$ cat src/rtl/keypad_pkg.sv
// keypad_pkg
//   Shared definitions for the 4x4 matrix keypad scanner:
//   - debounce FSM state encoding
//   - row drive patterns, indexed by row number (active low)
//   - 16-entry key map, index = row*4 + col -> hex key code
//   - width helpers for the scan prescaler and the debounce counter
package keypad_pkg;

  typedef enum logic [1:0] {
    ST_IDLE     = 2'd0,
    ST_DEBOUNCE = 2'd1,
    ST_PRESSED  = 2'd2,
    ST_RELEASE  = 2'd3
  } kp_state_e;

  // ROW_PAT[r] drives only row r low.
  localparam logic [3:0][3:0] ROW_PAT = {4'b0111, 4'b1011, 4'b1101, 4'b1110};

  // Physical layout:
  //   r0: 1 2 3 A | r1: 4 5 6 B | r2: 7 8 9 C | r3: * 0 # D   (* -> E, # -> F)
  // The packed list starts at index 15.
  localparam logic [15:0][3:0] KEY_MAP = {
    4'hD, 4'hF, 4'h0, 4'hE,
    4'hC, 4'h9, 4'h8, 4'h7,
    4'hB, 4'h6, 4'h5, 4'h4,
    4'hA, 4'h3, 4'h2, 4'h1
  };

  function automatic int presc_width(input int scan_div);
    return (scan_div < 2) ? 1 : $clog2(scan_div);
  endfunction

  function automatic int deb_cnt_width(input int scans);
    return $clog2(scans + 1);
  endfunction

endpackage

$ cat src/rtl/mod_two_flop_sync.sv
// mod_two_flop_sync
//   4-bit two-flop synchronizer for the asynchronous column returns.
//   Resets to 4'b1111, the idle state of the pulled-up columns.
// Ports
//   clk    in  1  system clock
//   reset  in  1  synchronous active-high reset
//   d_i    in  4  asynchronous input
//   q_o    out 4  synchronized output, two cycles of latency
module mod_two_flop_sync (
  input  logic       clk,
  input  logic       reset,
  input  logic [3:0] d_i,
  output logic [3:0] q_o
);

  logic [3:0] meta_q;
  logic [3:0] sync_q;

  always_ff @(posedge clk) begin
    if (reset) begin
      meta_q <= 4'b1111;
      sync_q <= 4'b1111;
    end else begin
      meta_q <= d_i;
      sync_q <= meta_q;
    end
  end

  assign q_o = sync_q;

endmodule

$ cat src/rtl/mod_keypad_scanner.sv
// mod_keypad_scanner
//   Scans a 4x4 active-low matrix keypad one row at a time, captures the
//   first pressed position of every full scan, debounces it over whole
//   scans and reports a hex key code.
//
//   state    | meaning
//   ---------+-----------------------------------------------------------
//   IDLE     | no key accepted, waiting for any key in a scan
//   DEBOUNCE | candidate key seen in cnt consecutive scans
//   PRESSED  | key accepted, key_held high
//   RELEASE  | held key missing for cnt consecutive scans
//
// Ports
//   clk        in   1  system clock
//   reset      in   1  synchronous active-high reset
//   col_n      in   4  column returns, active low, asynchronous
//   row_n      out  4  row drive, active low, one row low at a time
//   key_code   out  4  code of last accepted key, held after release
//   key_valid  out  1  one-cycle pulse on an accepted press
//   key_held   out  1  high from the accepting cycle until release
module mod_keypad_scanner
  import keypad_pkg::*;
#(
  parameter int SCAN_DIV       = 50000,
  parameter int DEBOUNCE_SCANS = 4
) (
  input  logic       clk,
  input  logic       reset,
  input  logic [3:0] col_n,
  output logic [3:0] row_n,
  output logic [3:0] key_code,
  output logic       key_valid,
  output logic       key_held
);

  localparam int PW = presc_width(SCAN_DIV);
  localparam int CW = deb_cnt_width(DEBOUNCE_SCANS);
  localparam logic [PW-1:0] PRESC_TC = PW'(SCAN_DIV - 1);

  logic [3:0]    col_s;
  logic [PW-1:0] presc_q;
  logic [1:0]    row_q;
  logic [3:0]    row_n_q;
  logic          found_q;
  logic [3:0]    idx_q;
  kp_state_e     state_q;
  logic [3:0]    cand_q;
  logic [CW-1:0] cnt_q;
  logic [3:0]    key_code_q;
  logic          key_valid_q;
  logic          key_held_q;

  logic          tc;
  logic          eos;
  logic          row_hit;
  logic [1:0]    hit_col;
  logic          scan_found;
  logic [3:0]    scan_idx;
  logic          same_key;
  logic          cnt_done;

  mod_two_flop_sync u_sync (
    .clk   (clk),
    .reset (reset),
    .d_i   (col_n),
    .q_o   (col_s)
  );

  assign tc  = (presc_q == PRESC_TC);
  assign eos = tc && (row_q == 2'd3);

  // Lowest pressed column of the current row; earlier rows in this scan
  // already captured win over anything sampled now.
  always_comb begin
    row_hit = ~&col_s;
    hit_col = 2'd0;
    for (int c = 3; c >= 0; c--) begin
      if (!col_s[c]) hit_col = 2'(c);
    end
    scan_found = found_q || row_hit;
    scan_idx   = found_q ? idx_q : {row_q, hit_col};
  end

  assign same_key = scan_found && (scan_idx == cand_q);
  // With a single-scan debounce the count completes immediately.
  assign cnt_done = (DEBOUNCE_SCANS == 1) || ((int'(cnt_q) + 1) == DEBOUNCE_SCANS);

  always_ff @(posedge clk) begin
    if (reset) begin
      presc_q <= '0;
      row_q   <= 2'd0;
      row_n_q <= ROW_PAT[0];
      found_q <= 1'b0;
      idx_q   <= 4'd0;
    end else if (tc) begin
      presc_q <= '0;
      row_q   <= row_q + 2'd1;
      row_n_q <= ROW_PAT[row_q + 2'd1];
      if (eos) begin
        found_q <= 1'b0;
      end else if (!found_q && row_hit) begin
        found_q <= 1'b1;
        idx_q   <= {row_q, hit_col};
      end
    end else begin
      presc_q <= presc_q + 1'b1;
    end
  end

  always_ff @(posedge clk) begin
    if (reset) begin
      state_q     <= ST_IDLE;
      cand_q      <= 4'd0;
      cnt_q       <= '0;
      key_code_q  <= 4'h0;
      key_valid_q <= 1'b0;
      key_held_q  <= 1'b0;
    end else begin
      key_valid_q <= 1'b0;
      if (eos) begin
        case (state_q)
          ST_IDLE: begin
            if (scan_found) begin
              cand_q <= scan_idx;
              cnt_q  <= CW'(1);
              if (DEBOUNCE_SCANS == 1) begin
                state_q     <= ST_PRESSED;
                key_code_q  <= KEY_MAP[scan_idx];
                key_valid_q <= 1'b1;
                key_held_q  <= 1'b1;
              end else begin
                state_q <= ST_DEBOUNCE;
              end
            end
          end
          ST_DEBOUNCE: begin
            if (!scan_found) begin
              state_q <= ST_IDLE;
            end else if (scan_idx != cand_q) begin
              cand_q <= scan_idx;
              cnt_q  <= CW'(1);
            end else if (cnt_done) begin
              state_q     <= ST_PRESSED;
              key_code_q  <= KEY_MAP[cand_q];
              key_valid_q <= 1'b1;
              key_held_q  <= 1'b1;
            end else begin
              cnt_q <= cnt_q + 1'b1;
            end
          end
          ST_PRESSED: begin
            if (!same_key) begin
              state_q <= ST_RELEASE;
              cnt_q   <= CW'(1);
            end
          end
          ST_RELEASE: begin
            if (same_key) begin
              state_q <= ST_PRESSED;
            end else if (cnt_done) begin
              state_q    <= ST_IDLE;
              key_held_q <= 1'b0;
            end else begin
              cnt_q <= cnt_q + 1'b1;
            end
          end
          default: state_q <= ST_IDLE;
        endcase
      end
    end
  end

  assign row_n     = row_n_q;
  assign key_code  = key_code_q;
  assign key_valid = key_valid_q;
  assign key_held  = key_held_q;

endmodule
$ cat config.mk
export PLATFORM = sky130hd
export DESIGN_NAME = mod_keypad_scanner
export DESIGN_NICKNAME = d
export VERILOG_FILES = /design/src/rtl/keypad_pkg.sv /design/src/rtl/mod_two_flop_sync.sv /design/src/rtl/mod_keypad_scanner.sv
export SDC_FILE = /design/constraint.sdc
export NUM_CORES = 1
export LEC_CHECK = 0
export ABC_AREA = 1
export BUFFER_PORTS_ARGS = -buffer_cell sky130_fd_sc_hd__buf_2
export CELL_PAD_IN_SITES_DETAIL_PLACEMENT = 0
export CELL_PAD_IN_SITES_GLOBAL_PLACEMENT = 1
export CORE_MARGIN = 8
export CORE_UTILIZATION = 33
export DETAILED_ROUTE_END_ITERATION = 7
export HOLD_SLACK_MARGIN = 0.08
export PLACE_DENSITY = 0.6
export SYNTH_ARGS = -nofsm -noshare
export SYNTH_HDL_FRONTEND = slang
export SYNTH_SLANG_ARGS = --single-unit
$ cat constraint.sdc
create_clock -name clk -period 3.8 [get_ports clk]
set_input_delay 0.57 -clock clk [delete_from_list [all_inputs] [get_ports clk]]
set_output_delay 0.57 -clock clk [all_outputs]
set_load 0.02 [all_outputs]
==> flow_summary.ini, run 1 <==
[finish]
syn_to_final_growth_pct = 10.80
drive_above_1_share_pct = 17.73
antenna_cells = 0
layout.nets = 378
finish.instance_area_sq_um = 2849
fin_cells = 463

[floorplan]
fp.dieH_um = 104.3
core_sq_um = 7647
num_io_pins = 16
die_x_um = 104.3
dieArea_sq_um = 10870
start_util_pct = 33.62
rows = 32

[timing]
holdWs_ps = 415.7
fmax_ghz = 0.5227
fin_crit_sh_pct = 50.35
setup_violations = 0
rsz0062_at_grt = false
finalSetupTns_ps = 0
min_period_ps = 1913
drv_slew = 0
slew-limit-headroom_pct = 58.45
finalHoldViolCount = 0
skew_ps = 5.439
worst_slew_pin_slew_ps = 620.9

[routing]
drc_errors = 0
dr.pass1.iters = 4
vias_per_cell = 4.479
wire_per_inst_um = 11.59
drt-initial-drc-count = 70
vias = 2074
drtAntennaViolNets = 0
totalWireLength_mm = 5.365

[worst_setup_path]
slowest_delay_ps = 360
cp_slowest_cell = dfxtp_1
worstPathRequired_ps = 4010
r2r_slack_ps = 1890
criticalPathCategory = flop to flop
cp-end-kind = flop
reg2reg_depth = 12
cp_common_cell = nand2_1
path_max_fanout = 9
cp.arrival_ps = 2120
cp-start-kind = flop
path_cells = ha_1, nand2_1, inv_2, nand2_2, nor2_4, nand4_2, nor3_1, nand2_1, nor2_1, nand2_1, nand2_1, nor2_1

[grt]
antenna_found_initial = 0
grt_pass1_wl_mm = 9.356
gr-total-overflow = 0
grt.total_usage_pct = 10.31
grt_pass1_vias = 1952
grt_max_degree = 20

[pwr]
p_sw_mw = 0.2128
ir_worst_vdd_mv = 0.1633
switching_share_pct = 22.32
leakagePower_nw = 1.219
power_frac_comb_pct = 4.3
p_clk_share_pct = 39.8
total_power_mw = 0.9537
power_density_nw_per_um2 = 334.8
p_int_mw = 0.7409
seq_power_share_pct = 55.9

[flow_run]
drv_cap = 0

[clocking]
root_buffer = clkbuf_8
clkLatencyLatePin_ps = 300
cts_tree = yes
clkTransAtPathRegs_ps = 90
post_cts_buffers = 0
cts_resized = 0
cts_hold_buf = 0
clk_path_buf_depth = 2
cts_sinks = 50
cts_buffers = 5
htreeDepth = 2

[logic_synthesis]
ys_ff_latch = 50
synth_area_sq_um = 2571
ys_warn_count = 0
synth_nets = 362
netlist_top_cells_area = dfxtp_1, nand2_1, nor2_1
synth_ff_type = dfxtp_1
syn_inst = 344
synthArstFlopShare_pct = 0
yosys.area.top_type = dfxtp_1
avgSynthCellArea_sq_um = 7.474
ys_types = 34
synth_top_area_share_pct = 38.93
synth_edf_count = 0
ys_seq_area_share_pct = 38.93

[placed_design]
gp_congestion = 0.7558
port_buffers = 15
place_inst = 455
dp_hpwl_mm = 4.028
placed_area_sq_um = 2739

[status]
status = finished clean

[worst_hold_path]
holdPathStages = 1
hp-class = flop to flop
-- critical path, delay by kind of cell, from the launching register on --
| kind | cells | cell delay [ps] |
|---|---|---|
| AND/OR/NAND/NOR | 10 | 1220 |
| flip-flops | 1 | 360 |
| buffers and inverters | 1 | 80 |
| adder cells (fa/ha/maj) | 1 | 170 |
-- area by class of cell --
| type | instances | area [sq um] |
|---|---|---|
| Fill cell | 825 | 4798 |
| Tap cell | 102 | 127.6 |
| Sequential cell | 50 | 1001 |
| Inverter | 41 | 161.4 |
| Clock buffer | 6 | 72.57 |
| Multi-Input combinational cell | 247 | 1374 |
| Timing Repair Buffer | 15 | 75.07 |
| Clock inverter | 2 | 37.54 |
-- metal layers --
metal	track usage, %	vias to the layer above	wire length, um
met5	0	-	0
met4	2.792	0	34
li1	-	1130	-
met1	14.51	904	3026
met3	2.292	2	167
met2	15.30	38	2137
-- registers in the layout, summed over array words and instances, names as in the netlist --
signal / count
u_sync.meta_q: 4
u_sync.q_o: 4
found_q: 1
presc_q: 16
cand_q: 4
row_n: 4
idx_q: 4
state_q: 2
key_valid: 1
key_held: 1
cnt_q: 3
key_code: 4
row_q: 2
-- cell usage after synthesis, types with 2 or more instances --
| cell | n |
|---|---|
| nor3_1 | 5 |
| nand3b_4 | 2 |
| buf_2 | 4 |
| nor2_1 | 55 |
| o21ai_0 | 18 |
| o21ai_1 | 6 |
| dfxtp_1 | 50 |
| o211ai_1 | 2 |
| nand3_1 | 16 |
| or2_2 | 8 |
| inv_1 | 36 |
| a21oi_1 | 21 |
| nor2_2 | 7 |
| nand2_2 | 6 |
| nor2_4 | 4 |
| xnor2_1 | 2 |
| inv_2 | 3 |
| nand3_2 | 4 |
| nand2_1 | 59 |
| nor3_2 | 3 |
| ha_1 | 12 |
| xor2_1 | 6 |
| nand4_1 | 4 |
-- worst paths after layout --
kind | from | endpoint
max | presc_q[0]$_SDFF_PP0_ | state_q[0]$_SDFFE_PP0P_
min | u_sync.meta_q[2]$_SDFF_PP1_ | u_sync.q_o[2]$_SDFF_PP1_
max reg2reg | presc_q[0]$_SDFF_PP0_ | state_q[0]$_SDFFE_PP0P_
min reg2reg | u_sync.meta_q[2]$_SDFF_PP1_ | u_sync.q_o[2]$_SDFF_PP1_
-- cell usage in the layout, fill, tap and decap left out, types with 8 or more instances in the layout --
master,instances
nand2_1,59
nor2_1,55
dfxtp_1,50
inv_1,36
a21oi_1,21
o21ai_0,18
nand3_1,16
buf_2,15
ha_1,12
or2_2,8
-- metrics by stage --
stage / setup WS (ps) / util, %
floorplan: 2164 / -
global placement: 1906 / 35.81
detailed placement: 1875 / 35.81
CTS: 1864 / 37.25
global route: 1643 / 37.25
finish: 1887 / 37.25
-- cells by family (layout without fill, tap and decap cells) --
| group | count (synthesis) | after routing | share of synthesized area [%] |
|---|---|---|---|
| simple gates | 176 | 176 | 34.40 |
| compound gates | 51 | 51 | 10.46 |
| flops | 50 | 50 | 38.93 |
| buf+inv | 47 | 64 | 7.640 |
| fa+ha+maj | 12 | 12 | 5.839 |
| xor+xnor | 8 | 8 | 2.725 |
-- power by group through the flow --
stage	combinational (mW)	clock (mW)	sequential (mW)
6_report	0.0414	0.379	0.533
5_1_grt	0.0475	0.417	0.534
3_5_place_dp	0.0418	0	0.546
4_1_cts	0.0419	0.396	0.533
2_1_floorplan	0.0318	0	0.545
3_3_place_gp	0.0421	0	0.545
No activity file was read; power rests on OpenSTA's default activity.
==> inputs of run 2 (changes only) <==
--- a/config.mk
+++ b/config.mk
@@ -13,7 +13,7 @@
 export CORE_UTILIZATION = 33
 export DETAILED_ROUTE_END_ITERATION = 7
 export HOLD_SLACK_MARGIN = 0.08
-export PLACE_DENSITY = 0.6
+export PLACE_DENSITY = 0.62
 export SYNTH_ARGS = -nofsm -noshare
 export SYNTH_HDL_FRONTEND = slang
 export SYNTH_SLANG_ARGS = --single-unit
==> constraint.sdc (replaced) <==
create_clock -name clk -period 1.65 [get_ports clk]
set_input_delay 0.2475 -clock clk [delete_from_list [all_inputs] [get_ports clk]]
set_output_delay 0.2475 -clock clk [all_outputs]
set_load 0.02 [all_outputs]
==> run 2 against run 1 <==
The flow now finishes with violations (negative setup slack). Largest power group unchanged. Routed wire length up 5.1%. Die area is the same. Non-clock buffer count grew 41. Global-route usage rose by 0.23 points. Sequential power up 130%. Cell area grew 17%. Core utilization is 6.5 points higher. Flip-flop and latch count stayed put. Clock power increased by 130%. Worst hold slack lost 290 ps. Critical endpoint is now presc_q[14]$_SDFF_PP0_. Maximum frequency up 14%. Total power rose by 130%. Critical path type unchanged.
==> flow_summary.ini, run 2 (synthesis gave the netlist of run 1 again) <==
[floorplan]
core_sq_um = 7647
rows = 32
die_x_um = 104.3
start_util_pct = 33.62
fp.dieH_um = 104.3
num_io_pins = 16
dieArea_sq_um = 10870

[grt]
grt.total_usage_pct = 10.55
grt_max_degree = 20
grt_pass1_vias = 2098
grt_pass1_wl_mm = 9.563
antenna_found_initial = 0
gr-total-overflow = 0

[routing]
drt-initial-drc-count = 109
vias_per_cell = 4.516
dr.pass1.iters = 5
vias = 2276
drc_errors = 0
totalWireLength_mm = 5.638
drtAntennaViolNets = 0
wire_per_inst_um = 11.19

[placed_design]
dp_hpwl_mm = 4.131
place_ws_ps = -165.8
gp_congestion = 0.7919
placed_area_sq_um = 2972
port_buffers = 15

[pwr]
p_sw_mw = 0.5046
ir_worst_vdd_mv = 0.3473
seq_power_share_pct = 55.2
power_frac_comb_pct = 5.7
total_power_mw = 2.229
leakagePower_nw = 1.479
p_int_mw = 1.724
p_clk_share_pct = 39.1
power_density_nw_per_um2 = 666.4
switching_share_pct = 22.64

[timing]
worst_slew_pin_slew_ps = 606.0
finalSetupTns_ps = -37.46
setup_violations = 3
min_period_ps = 1677
fin_crit_sh_pct = 101.6
finalHoldViolCount = 0
drv_slew = 0
setup_slack_ps = -27.13
rsz0062_at_grt = true
fmax_ghz = 0.5963
holdWs_ps = 122.5
slew-limit-headroom_pct = 59.55
skew_ps = 8.904

[clocking]
root_buffer = clkbuf_8
cts_hold_buf = 0
cts_sinks = 50
clkTransAtPathRegs_ps = 100
cts_buffers = 5
cts_tree = yes
htreeDepth = 2
clkLatencyLatePin_ps = 300
clk_path_buf_depth = 2

[worst_setup_path]
criticalPathCategory = flop to flop
worstPathRequired_ps = 1860
path_max_fanout = 3
cp-start-kind = flop
cp.arrival_ps = 1890
cp-end-kind = flop

[finish]
antenna_cells = 0
mostFrequentLayoutCells = nand2_1, nor2_1, dfxtp_1
nFillCells = 812
largest_register_ffs = 16
layout.nets = 419
finish.instance_area_sq_um = 3344
syn_to_final_growth_pct = 30.07
drive_above_1_share_pct = 34.58
largest-register = presc_q

[status]
violations = negative setup slack
status = complete, but fails checks

[worst_hold_path]
hp-class = input port to flop

[flow_run]
drv_cap = 0
==> run 2: changes by cell type in the layout (fill, tap and decap cells not counted), sizes merged <==
cell,previous run,this run
buf,15,56
==> run 2: power by group through the flow <==
stage                     clock network [mW]  registers [mW]  logic [mW]
after global placement                     0            1.26       0.106
after CTS                              0.914            1.23       0.114
after detailed placement                   0            1.26       0.107
after global routing                   0.952            1.23       0.144
final                                  0.872            1.23       0.128
after floorplan                            0            1.25      0.0733
==> run 2: what timing repair did <==
item                       4_1_cts  5_1_grt
setup endpoints to repair       18       35
gates cloned                     0        1
pin swaps                       11       23
buffers inserted                 4        5
resized for setup               15       40
hold endpoints to repair         0        0
==> run 2: area by class of cell <==
type / count / area [sq um] / area share (%)
clock buffer: 6 / 72.57 / 2.170
clock inverter: 2 / 37.54 / 1.122
inverter: 41 / 166.4 / 4.976
multi-input combinational: 247 / 1541 / 46.09
sequential: 50 / 1012 / 30.27
tap: 102 / 127.6 / 3.816
timing repair buffer: 56 / 386.6 / 11.56
==> run 2: worst paths after layout <==
check	from	end	slack [ps]	depth (start not counted)
worst max register to register	presc_q[1]$_SDFF_PP0_	presc_q[14]$_SDFF_PP0_	-30	12
worst max-delay path	presc_q[1]$_SDFF_PP0_	presc_q[14]$_SDFF_PP0_	-30	12
worst min-delay path	col_n[0]	u_sync.meta_q[0]$_SDFF_PP1_	120	2
worst min register to register	u_sync.meta_q[0]$_SDFF_PP1_	u_sync.q_o[0]$_SDFF_PP1_	410	1
==> run 2: per-stage QoR <==
stage	cells	util, %
2_1_floorplan	344	-
3_3_place_gp	486	38.86
3_5_place_dp	486	38.86
4_1_cts	498	41.33
5_1_grt	504	43.73
6_report	504	43.73
==> run 2: worst max-delay path, stage by stage (launching register included) <==
cell and delay [ps]:
dfxtp_2 360, ha_4 150, nand2_4 60, buf_4 140, nor2_4 90, nand3_2 80, nor2_2 130, inv_2 60
nor2_4 110, nand3_2 90, nor2_2 130, a21oi_1 70, o21a_1 100
==> run 2: layer usage <==
metal  global-route usage [%]  vias to the layer above  part of all wire, %
met5                        0                        -                    0
met4                    3.723                        0                  1.5
met3                    2.974                        8                  6.6
met2                    15.71                       54                   41
met1                    14.11                     1004                   51
li1                         -                     1210                    -
